File: src/rtl/conv_sa_sched.sv
// conv_sa_sched: sequences a 3x3 convolution over a 4x4 unsigned map (2x2 result)
// onto an external sa2x2 weight-stationary systolic array.
//
// Operands are latched when start is accepted in IDLE. Five passes follow, each
// covering filter taps t0=2p and t1=2p+1 (tap 9 is a zero pad):
//   LOAD   2 cycles  : shift W[t1] then W[t0] into column 1
//   STREAM 5 cycles  : row 1 gets tap t0 of pixels 0..3, row 2 gets tap t1 one cycle later
//   DRAIN  SA_LAT    : activations 0 while the last pixels travel through the array
// psum_out1 of pixel o is accumulated SA_LAT cycles after its row-1 activation.
// Sums wrap modulo 2^DW.
//
// Ports:
//   clk, rst (async, active-high)       clock / reset
//   start                               one-cycle request, honoured only in IDLE
//   w_11..w_33, in_11..in_44            filter taps and input map
//   sa_weight_load, sa_w_in1/2          weight shift control and data to sa2x2
//   sa_act_in1/2, sa_psum_in1/2         activations and (zero) psum inputs to sa2x2
//   sa_psum_out1/2                      sa2x2 psums; only column 1 is used
//   conv_out_11..22                     published results, held until the next done
//   busy, done                          status; done pulses for one cycle on publish
module conv_sa_sched #(
  parameter int SA_LAT = 3,
  parameter int DW     = 8
) (
  input  logic          clk,
  input  logic          rst,
  input  logic          start,
  input  logic [DW-1:0] w_11, w_12, w_13,
  input  logic [DW-1:0] w_21, w_22, w_23,
  input  logic [DW-1:0] w_31, w_32, w_33,
  input  logic [DW-1:0] in_11, in_12, in_13, in_14,
  input  logic [DW-1:0] in_21, in_22, in_23, in_24,
  input  logic [DW-1:0] in_31, in_32, in_33, in_34,
  input  logic [DW-1:0] in_41, in_42, in_43, in_44,
  output logic          sa_weight_load,
  output logic [DW-1:0] sa_w_in1,
  output logic [DW-1:0] sa_w_in2,
  output logic [DW-1:0] sa_act_in1,
  output logic [DW-1:0] sa_act_in2,
  output logic [DW-1:0] sa_psum_in1,
  output logic [DW-1:0] sa_psum_in2,
  input  logic [DW-1:0] sa_psum_out1,
  input  logic [DW-1:0] sa_psum_out2,
  output logic [DW-1:0] conv_out_11,
  output logic [DW-1:0] conv_out_12,
  output logic [DW-1:0] conv_out_21,
  output logic [DW-1:0] conv_out_22,
  output logic          busy,
  output logic          done
);

  localparam logic [2:0] S_IDLE   = 3'd0;
  localparam logic [2:0] S_LOAD   = 3'd1;
  localparam logic [2:0] S_STREAM = 3'd2;
  localparam logic [2:0] S_DRAIN  = 3'd3;
  localparam logic [2:0] S_DONE   = 3'd4;

  // k counts LOAD cycles, then STREAM+DRAIN cycles from stream cycle 0.
  localparam int            KW      = $clog2(SA_LAT + 6);
  localparam logic [KW-1:0] K_LAST  = KW'(SA_LAT + 4);
  // The final drain cycle of the last pass carries no capture, so DONE takes
  // its slot; this keeps start-to-done at 5*(7+SA_LAT) cycles.
  localparam logic [KW-1:0] K_FINAL = KW'(SA_LAT + 3);

  logic [8:0][DW-1:0]  w_s, w_q, w_d;
  logic [15:0][DW-1:0] in_s, in_q, in_d;
  logic [2:0]          state_q, state_d;
  logic [KW-1:0]       k_q, k_d;
  logic [2:0]          p_q, p_d;
  logic [3:0][DW-1:0]  acc_q, acc_d;
  logic [3:0][DW-1:0]  conv_q, conv_d;
  logic                accept_s;
  logic                wl_q, wl_d, busy_q, busy_d, done_q, done_d;
  logic [DW-1:0]       w_in1_q, w_in1_d, act1_q, act1_d, act2_q, act2_d;
  logic [3:0]          t0_s, t1_s;
  logic [1:0]          km1_s;
  logic                psum2_unused_s;

  assign w_s  = {w_33, w_32, w_31, w_23, w_22, w_21, w_13, w_12, w_11};
  assign in_s = {in_44, in_43, in_42, in_41, in_34, in_33, in_32, in_31,
                 in_24, in_23, in_22, in_21, in_14, in_13, in_12, in_11};
  assign psum2_unused_s = ^sa_psum_out2;

  // Weight of tap t; the pad tap 9 (and beyond) reads as zero.
  function automatic logic [DW-1:0] tap_w(input logic [8:0][DW-1:0] w, input logic [3:0] t);
    if (t < 4'd9) tap_w = w[t];
    else          tap_w = '0;
  endfunction

  // Activation for tap t of output pixel o: in[r+t/3][c+t%3] with r=o[1], c=o[0].
  function automatic logic [DW-1:0] tap_a(input logic [15:0][DW-1:0] m,
                                          input logic [3:0] t, input logic [1:0] o);
    logic [1:0] dr, dc, row, col;
    case (t)
      4'd0:    begin dr = 2'd0; dc = 2'd0; end
      4'd1:    begin dr = 2'd0; dc = 2'd1; end
      4'd2:    begin dr = 2'd0; dc = 2'd2; end
      4'd3:    begin dr = 2'd1; dc = 2'd0; end
      4'd4:    begin dr = 2'd1; dc = 2'd1; end
      4'd5:    begin dr = 2'd1; dc = 2'd2; end
      4'd6:    begin dr = 2'd2; dc = 2'd0; end
      4'd7:    begin dr = 2'd2; dc = 2'd1; end
      4'd8:    begin dr = 2'd2; dc = 2'd2; end
      default: begin dr = 2'd0; dc = 2'd0; end
    endcase
    row = {1'b0, o[1]} + dr;
    col = {1'b0, o[0]} + dc;
    if (t < 4'd9) tap_a = m[{row, col}];
    else          tap_a = '0;
  endfunction

  // Sequencer next state, operand latch and psum accumulation.
  always_comb begin
    state_d  = state_q;
    k_d      = k_q;
    p_d      = p_q;
    accept_s = 1'b0;
    case (state_q)
      S_IDLE: begin
        if (start) begin
          accept_s = 1'b1;
          state_d  = S_LOAD;
          k_d      = '0;
          p_d      = 3'd0;
        end else begin
          state_d  = S_IDLE;
        end
      end
      S_LOAD: begin
        if (k_q == KW'(1)) begin
          state_d = S_STREAM;
          k_d     = '0;
        end else begin
          k_d     = k_q + KW'(1);
        end
      end
      S_STREAM: begin
        k_d = k_q + KW'(1);
        if (k_q == KW'(4)) state_d = S_DRAIN;
        else               state_d = S_STREAM;
      end
      S_DRAIN: begin
        if (p_q == 3'd4 && k_q == K_FINAL) begin
          state_d = S_DONE;
          k_d     = '0;
        end else if (k_q == K_LAST) begin
          state_d = S_LOAD;
          k_d     = '0;
          p_d     = p_q + 3'd1;
        end else begin
          k_d     = k_q + KW'(1);
        end
      end
      S_DONE: begin
        state_d = S_IDLE;
        k_d     = '0;
      end
      default: begin
        state_d = S_IDLE;
        k_d     = '0;
        p_d     = 3'd0;
      end
    endcase

    if (accept_s) begin
      w_d  = w_s;
      in_d = in_s;
    end else begin
      w_d  = w_q;
      in_d = in_q;
    end

    acc_d = acc_q;
    if (accept_s) begin
      acc_d = '0;
    end else if (state_q == S_STREAM || state_q == S_DRAIN) begin
      for (int o = 0; o < 4; o++) begin
        if (k_q == KW'(o + SA_LAT)) acc_d[o] = acc_q[o] + sa_psum_out1;
        else                        acc_d[o] = acc_q[o];
      end
    end else begin
      acc_d = acc_q;
    end
  end

  // Output next values, derived from the next state so the ports are registered
  // yet line up with the cycle the sequencer is in.
  always_comb begin
    t0_s    = {p_d, 1'b0};
    t1_s    = {p_d, 1'b1};
    km1_s   = k_d[1:0] - 2'd1;
    wl_d    = 1'b0;
    w_in1_d = '0;
    act1_d  = '0;
    act2_d  = '0;
    busy_d  = 1'b0;
    done_d  = 1'b0;
    conv_d  = conv_q;
    case (state_d)
      S_LOAD: begin
        wl_d   = 1'b1;
        busy_d = 1'b1;
        // t1 goes in first so it ends up in row 2, t0 in row 1.
        if (k_d == '0) w_in1_d = tap_w(w_d, t1_s);
        else           w_in1_d = tap_w(w_d, t0_s);
      end
      S_STREAM: begin
        busy_d = 1'b1;
        if (k_d < KW'(4)) act1_d = tap_a(in_d, t0_s, k_d[1:0]);
        else              act1_d = '0;
        // Row 2 is skewed one cycle behind row 1.
        if (k_d != '0)    act2_d = tap_a(in_d, t1_s, km1_s);
        else              act2_d = '0;
      end
      S_DRAIN: begin
        busy_d = 1'b1;
      end
      S_DONE: begin
        done_d = 1'b1;
        conv_d = acc_d;
      end
      default: begin
        busy_d = 1'b0;
      end
    endcase
  end

  // State, operand, accumulator and output registers.
  always_ff @(posedge clk or posedge rst) begin
    if (rst) begin
      state_q <= S_IDLE;
      k_q     <= '0;
      p_q     <= 3'd0;
      w_q     <= '0;
      in_q    <= '0;
      acc_q   <= '0;
      conv_q  <= '0;
      wl_q    <= 1'b0;
      w_in1_q <= '0;
      act1_q  <= '0;
      act2_q  <= '0;
      busy_q  <= 1'b0;
      done_q  <= 1'b0;
    end else begin
      state_q <= state_d;
      k_q     <= k_d;
      p_q     <= p_d;
      w_q     <= w_d;
      in_q    <= in_d;
      acc_q   <= acc_d;
      conv_q  <= conv_d;
      wl_q    <= wl_d;
      w_in1_q <= w_in1_d;
      act1_q  <= act1_d;
      act2_q  <= act2_d;
      busy_q  <= busy_d;
      done_q  <= done_d;
    end
  end

  assign sa_weight_load = wl_q;
  assign sa_w_in1       = w_in1_q;
  assign sa_w_in2       = '0;
  assign sa_act_in1     = act1_q;
  assign sa_act_in2     = act2_q;
  assign sa_psum_in1    = '0;
  assign sa_psum_in2    = '0;
  assign conv_out_11    = conv_q[0];
  assign conv_out_12    = conv_q[1];
  assign conv_out_21    = conv_q[2];
  assign conv_out_22    = conv_q[3];
  assign busy           = busy_q;
  assign done           = done_q;

endmodule

File: config.mk
export PLATFORM = sky130hd
export DESIGN_NAME = conv_sa_sched
export DESIGN_NICKNAME = d
export VERILOG_FILES = /design/src/rtl/conv_sa_sched.sv
export SDC_FILE = /design/constraint.sdc
export NUM_CORES = 1
export LEC_CHECK = 0
export ABC_AREA = 0
export ABC_CLOCK_PERIOD_IN_PS = 15800
export BUFFER_PORTS_ARGS = -buffer_cell sky130_fd_sc_hd__buf_2
export CAP_MARGIN = 20
export CORE_ASPECT_RATIO = 1.1
export CORE_UTILIZATION = 50
export CTS_BUF_LIST = sky130_fd_sc_hd__clkbuf_8 sky130_fd_sc_hd__clkbuf_16
export CTS_CLUSTER_DIAMETER = 200
export CTS_CLUSTER_SIZE = 24
export DETAILED_ROUTE_END_ITERATION = 8
export HOLD_SLACK_MARGIN = 0.12
export PLACE_DENSITY = 0.76
export SYNTH_ARGS = -nofsm -noshare
export SYNTH_HDL_FRONTEND = slang
export SYNTH_SLANG_ARGS = --single-unit
File: constraint.sdc
create_clock -name clk -period 15.8 [get_ports clk]
set_input_delay 4.74 -clock clk [delete_from_list [all_inputs] [get_ports clk]]
set_output_delay 4.74 -clock clk [all_outputs]
set_load 0.02 [all_outputs]
==> results of run 1 <==
==> layer usage <==
layer	wire [um]	share of wire, %	vias up	global-route usage [%]
li1	-	-	6047	-
met1	17400	40	6273	34.5
met2	21400	49	509	45.3
met3	3090	7.1	107	4.58
met4	1890	4.3	4	11.5
met5	26	0.059	-	0
==> cell usage in the layout (no fill, tap or decap), types with 17 or more instances in the layout <==
master,count
a211oi_1,27
a21oi_1,58
buf_2,270
clkbuf_16,17
conb_1,24
dfrtp_1,301
ha_1,40
inv_1,96
mux2_2,66
mux2i_1,99
nand2_1,371
nand3_1,36
nor2_1,162
nor3_1,18
o211ai_1,35
xnor2_1,24
==> power breakdown <==
group          switching, mW  leakage, nW  internal [mW]
combinational           1.35         5.15          0.799
clock                  0.250        0.216          0.195
sequential             0.133         3.71           1.12
total                   1.74         9.08           2.11
==> cells by family after synthesis <==
kind of cell	Yosys count
simple gates	653
flops	301
compound gates	243
buf+inv	217
mux	177
fa+ha+maj	45
xor+xnor	36
other cells	1
==> worst min path at each step <==
| stage | startpoint | endpoint | slack, ns | cells past startpoint |
|---|---|---|---|---|
| global route | w_q[23]$_DFF_PP0_ | w_q[23]$_DFF_PP0_ | 0.50 | 2 |
| CTS | w_q[8]$_DFF_PP0_ | w_q[8]$_DFF_PP0_ | 0.48 | 2 |
| finish | w_q[6]$_DFF_PP0_ | w_q[6]$_DFF_PP0_ | 0.48 | 2 |
| detailed placement | w_q[6]$_DFF_PP0_ | w_q[6]$_DFF_PP0_ | 0.46 | 2 |
| global placement | w_q[25]$_DFF_PP0_ | w_q[25]$_DFF_PP0_ | 0.45 | 2 |
| floorplan | w_q[46]$_DFF_PP0_ | w_q[46]$_DFF_PP0_ | 0.44 | 2 |
==> flip-flops by register name, summed over array words and instances (netlist names) <==
name / cells
p_q: 3
k_q: 4
conv_out_21: 8
conv_out_12: 8
w_q: 72
sa_act_in2: 8
sa_weight_load: 1
state_q: 3
sa_act_in1: 8
in_q: 128
done: 1
busy: 1
acc_q: 32
conv_out_11: 8
sa_w_in1: 8
conv_out_22: 8
==> layout make-up <==
class / instances / area (um2) / share of cell area (%)
well taps: 420 / 526 / 2.93
repair buffers: 288 / 1530 / 8.54
clock buffers: 17 / 425 / 2.37
flip-flops and latches: 301 / 7530 / 42.0
clock inverters: 1 / 16.3 / 0.0907
diodes: 14 / 35.0 / 0.195
multi-input cells: 1178 / 7500 / 41.8
inverters: 99 / 379 / 2.11
==> stage by stage <==
| step | total power, mW | std cells | setup slack (ns) | hold WS (ns) |
|---|---|---|---|---|
| finish | 3.85 | 2318 | 6.06 | 0.478 |
| global route | 4.12 | 2316 | 5.69 | 0.498 |
| CTS | 3.83 | 2302 | 6.09 | 0.480 |
| detailed placement | 3.38 | 2284 | 5.53 | 0.457 |
| global placement | 3.30 | 2284 | 5.72 | 0.452 |
| floorplan | 2.78 | 1696 | 2.74 | 0.436 |
==> tightest hold or removal path, stage by stage (launching register included) <==
cell and delay (ns):
dfrtp_1 0.33, nand2_1 0.06, nand2_1 0.06
==> impl_metrics.yaml, run 1 <==
run_status:
  status: "finished clean"
floorplanning:
  initial_core_util_pct: 50.6
  core-area_um2: 31300
  ios: 302
  die_w_um: 172
  die_y_um: 189
  dieArea_um2: 32400
  rows: 68
global_routing:
  grt_usage_pct: 27.1
  antenna_found_initial: 15
  grt_pass1_wl_um: 68100
  grt_pass1_vias: 12900
  grt_max_degree: 176
  overflow: 0
timing:
  period_needed_ns: 9.74
  tightest_slew_ns: 1.04
  skew_ns: 0.0200
  rsz0062_at_grt: "false"
  finalCritPeriodShare_pct: 61.7
  max_slew_margin_pct: 30.7
  max_freq_ghz: 0.103
  drv_slew: 0
  hold_viol: 0
  setup_total_negative_slack_ns: 0
  setup_viol: 0
placement:
  hpwlAfterDp_um: 31100
  port_buffers: 269
  placed_area_um2: 17400
  place_congestion: 0.913
worst_setup_path:
  cp_top_family: "simple AND/OR/NAND/NOR gates"
  arrival_ns: 10.13
  start_kind: "primary input"
  slowest_stage: "nand3_1"
  crit_path_end_kind: "flop"
  crit_end: "sa_act_in1[2]$_DFF_PP0_"
  cp_max_fo: 175
  worstSetupPathType: "primary input to flop"
  cpPeakStageDelay_ns: 0.70
  cp_cell_sequence: "buf_2 -> nor4b_4 -> buf_12 -> o2bb2ai_1 -> a22oi_1 -> buf_4 -> inv_1 -> nor3_1 -> ha_1 -> inv_1 -> nand3_1 -> and2_2 -> buf_4 -> mux2_2 -> a2111oi_0 -> nand4b_1"
  critPathLaunch: "start"
  r2r-start: "state_q[2]$_DFF_PP0_"
  ff2ff_path_depth: 15
  reg2reg_to: "sa_act_in1[2]$_DFF_PP0_"
  crit_required_ns: 16.18
  r2r_slack_ns: 9.71
  crit_buf_inv: 6
  cp_num_cells: 16
clock_tree:
  root_buffer: "clkbuf_16"
  cts_max_level: 1
  cts_resized: 0
  post_cts_buffers: 0
  cts_tree: "done"
  hold_buffers: 0
  clk_pin_slew_ns: 0.10
  clockBufferDepth: 3
  cts_buffers: 16
  cts_sinks: 301
  clock_latency_ns: 0.51
synthesis:
  yosysTopAreaCell: "dfrtp_1"
  synth-adder-area-share_pct: 3.73
  syn_inst: 1673
  synthMuxAreaShare_pct: 12.7
  synth_top_family_by_area: "simple AND/OR/NAND/NOR gates"
  syn-cell-area_um2: 15800
  yosysMostFrequentCell: "nand2_1"
  synth-main-ff-cell: "dfrtp_1"
  yosys-top-cells-count: "371 x nand2_1, 301 x dfrtp_1, 162 x nor2_1, 99 x mux2i_1, 97 x inv_1"
  synth_top_area_share_pct: 47.5
  ys_warn_count: 0
  synth_edf_count: 0
  synth_area_leaders: "dfrtp_1 48%, nand2_1 8.8%, mux2i_1 6.3%"
  ys_seq_area_share_pct: 47.5
  synth.distinct_cells: 69
  ys_seq_elements: 301
  synth_compound_area_share_pct: 10.7
  avgSynthCellArea_um2: 9.47
  synth_xor_area_share_pct: 2.13
  synth-simple-area-share_pct: 17.3
  async_flop_share_pct: 100
detailed_routing:
  drc_errors: 0
  wire_per_inst_um: 18.9
  totalWireLength_um: 43700
  antenna_left: 0
  viasPerCell: 5.58
  drt-initial-drc-count: 936
  dr.pass1.iters: 6
  routed-via-count: 12900
finish:
  finalNetCount: 2147
  areaGrowthSynthToFinish_pct: 13.2
  num-fill-cells: 2835
  drive_gt1_share_pct: 21.2
  design_area_um2: 17900
  post-route-util_pct: 57.3
power:
  p_per_area_nw_per_um2: 215
  ir_worst_vdd_v: 0.000157
  leakagePower_nw: 9.08
run:
  drv_cap: 0
min_path:
  hold_class: "flop to flop"
(Power assumes the default switching activity.)
==> run 2: changes to the inputs <==
Settings changed: ABC_CLOCK_PERIOD_IN_PS 15800 to 8500, PLACE_DENSITY 0.76 to 0.79.
Clock period 15.8 ns to 8.5 ns, I/O delays scaled along.
==> run 2 against run 1 <==
Compared with the run above:
- first-iteration DRC count is 34% higher
- via count rose by 1.9%
- largest power group unchanged
- non-clock buffer count increased by 4
==> impl_metrics.yaml, run 2 (synthesis results as in run 1) <==
detailed_routing:
  drt-initial-drc-count: 1256
  viasPerCell: 5.67
  wire_per_inst_um: 18.9
  totalWireLength_um: 44000
  dr.pass1.iters: 5
  routed-via-count: 13200
  drc_errors: 0
  antenna_left: 0
worst_setup_path:
  arrival_ns: 6.84
  cpPeakStageDelay_ns: 0.58
  crit_buf_inv: 4
  r2r_slack_ns: 3.29
  ff2ff_path_depth: 16
  cpMostUsedCell: "buf_4"
  cp_max_fo: 20
  start_kind: "primary input"
  cp_top_family: "simple AND/OR/NAND/NOR gates"
  worstSetupPathType: "primary input to flop"
  slowest_stage: "or4_1"
  crit_required_ns: 8.89
  reg2reg_to: "sa_act_in1[0]$_DFF_PP0_"
  critPathLaunch: "start"
  cp_cell_sequence: "buf_2 -> nor4b_4 -> o2bb2ai_1 -> a22oi_1 -> buf_4 -> inv_1 -> nor3_4 -> ha_1 -> nor3_1 -> o21ai_0 -> a211oi_1 -> buf_4 -> o211ai_1 -> nand4_1 -> or4_1"
  r2r-start: "k_q[0]$_DFF_PP0_"
  crit_path_end_kind: "flop"
clock_tree:
  cts_tree: "done"
  cts_resized: 0
  cts_buffers: 16
  cts_sinks: 301
  post_cts_buffers: 0
  hold_buffers: 0
  root_buffer: "clkbuf_16"
  clockBufferDepth: 3
  clock_latency_ns: 0.51
  clk_pin_slew_ns: 0.10
  cts_max_level: 1
placement:
  hpwlAfterDp_um: 31800
  port_buffers: 269
  dpl.cell_count: 2289
  place_congestion: 0.940
timing:
  max_freq_ghz: 0.155
  tightest_slew_ns: 1.16
  skew_ns: 0.0169
  finalCritPeriodShare_pct: 75.8
  max_slew_margin_pct: 22.1
  hold_slack_ns: 0.475
  rsz0062_at_grt: "false"
  setup_total_negative_slack_ns: 0
  drv_slew: 0
  period_needed_ns: 6.44
  hold_viol: 0
  setup_viol: 0
global_routing:
  overflow: 0
  antenna_found_initial: 19
  grt_pass1_vias: 13100
  grt_pass1_wl_um: 69300
  grt_max_degree: 157
  grt_usage_pct: 27.5
finish:
  drive_gt1_share_pct: 21.4
  post-route-util_pct: 57.3
  stdcell_count: 2327
  regMostFlops: "in_q"
  mostFrequentLayoutCells: "371 x nand2_1, 301 x dfrtp_1, 269 x buf_2"
  final_common_cell: "nand2_1"
  areaGrowthSynthToFinish_pct: 13.3
  largest_reg_flops: 128
  finalNetCount: 2151
  largestRegisters: "in_q x128, w_q x72, acc_q x32"
run_status:
  status: "finished clean"
power:
  p_per_area_nw_per_um2: 399
  leakagePower_nw: 9.08
  ir_worst_vdd_v: 0.000246
  power_mw: 7.17
min_path:
  whs_path_depth: 2
  hold_class: "flop to flop"
  holdPathEnd: "w_q[17]$_DFF_PP0_"
  worstHoldStart: "w_q[17]$_DFF_PP0_"
floorplanning:
  rows: 68
  initial_core_util_pct: 50.6
  dieArea_um2: 32400
  core-area_um2: 31300
  die_y_um: 189
  ios: 302
  die_w_um: 172
run:
  drv_cap: 0
run 2: changes by cell type in the layout (fill, tap and decap cells not counted), sizes merged:
cell | before | now
clkbuf | 17 | 18
clkinvlp | 0 | 1
inv | 99 | 98
buf | 288 | 291
diode | 14 | 19
run 2: worst max-delay path by stage:
stage / to / slack (ns) / depth (start not counted)
after detailed placement: sa_act_in1[0]$_DFF_PP0_ / 1.70 / 15
after global routing: sa_act_in1[0]$_DFF_PP0_ / 1.84 / 15
after floorplan: acc_q[0]$_DFF_PP0_ / 1.95 / 1
after global placement: sa_act_in1[0]$_DFF_PP0_ / 1.83 / 15
final: sa_act_in1[0]$_DFF_PP0_ / 2.06 / 15
after CTS: sa_act_in1[0]$_DFF_PP0_ / 2.21 / 15
run 2: metal layers:
layer / vias to the layer above / track usage, % / part of all wire [%]
met5: - / 0 / 0
met4: 0 / 13.2 / 4.3
met3: 120 / 4.28 / 7.5
met2: 588 / 45.4 / 49
met1: 6406 / 35.4 / 39
li1: 6077 / - / -
run 2: final cells by class:
type | count | area [um2]
tap | 420 | 526
timing repair buffer | 292 | 1530
inverter | 99 | 375
clock inverter | 1 | 16.3
antenna | 19 | 47.5
multi-input combinational | 1178 | 7500
fill | 2776 | 13400
sequential | 301 | 7530
clock buffer | 17 | 425
run 2: power by group:
group	switching, mW	internal [mW]
sequential	0.252	2.08
combinational	2.52	1.48
clock	0.473	0.363
run 2: stage by stage:
step | cell area, um2 | setup WS (ns)
floorplan | 15900 | 1.95
global placement | 17500 | 1.83
detailed placement | 17500 | 1.70
CTS | 17900 | 2.21
global route | 17900 | 1.84
finish | 17900 | 2.06
run 2: tightest hold or removal path, cell delays in order, from the launching register on:
cell	delay [ns]
dfrtp_1	0.33
nand2_1	0.04
nand2_1	0.07
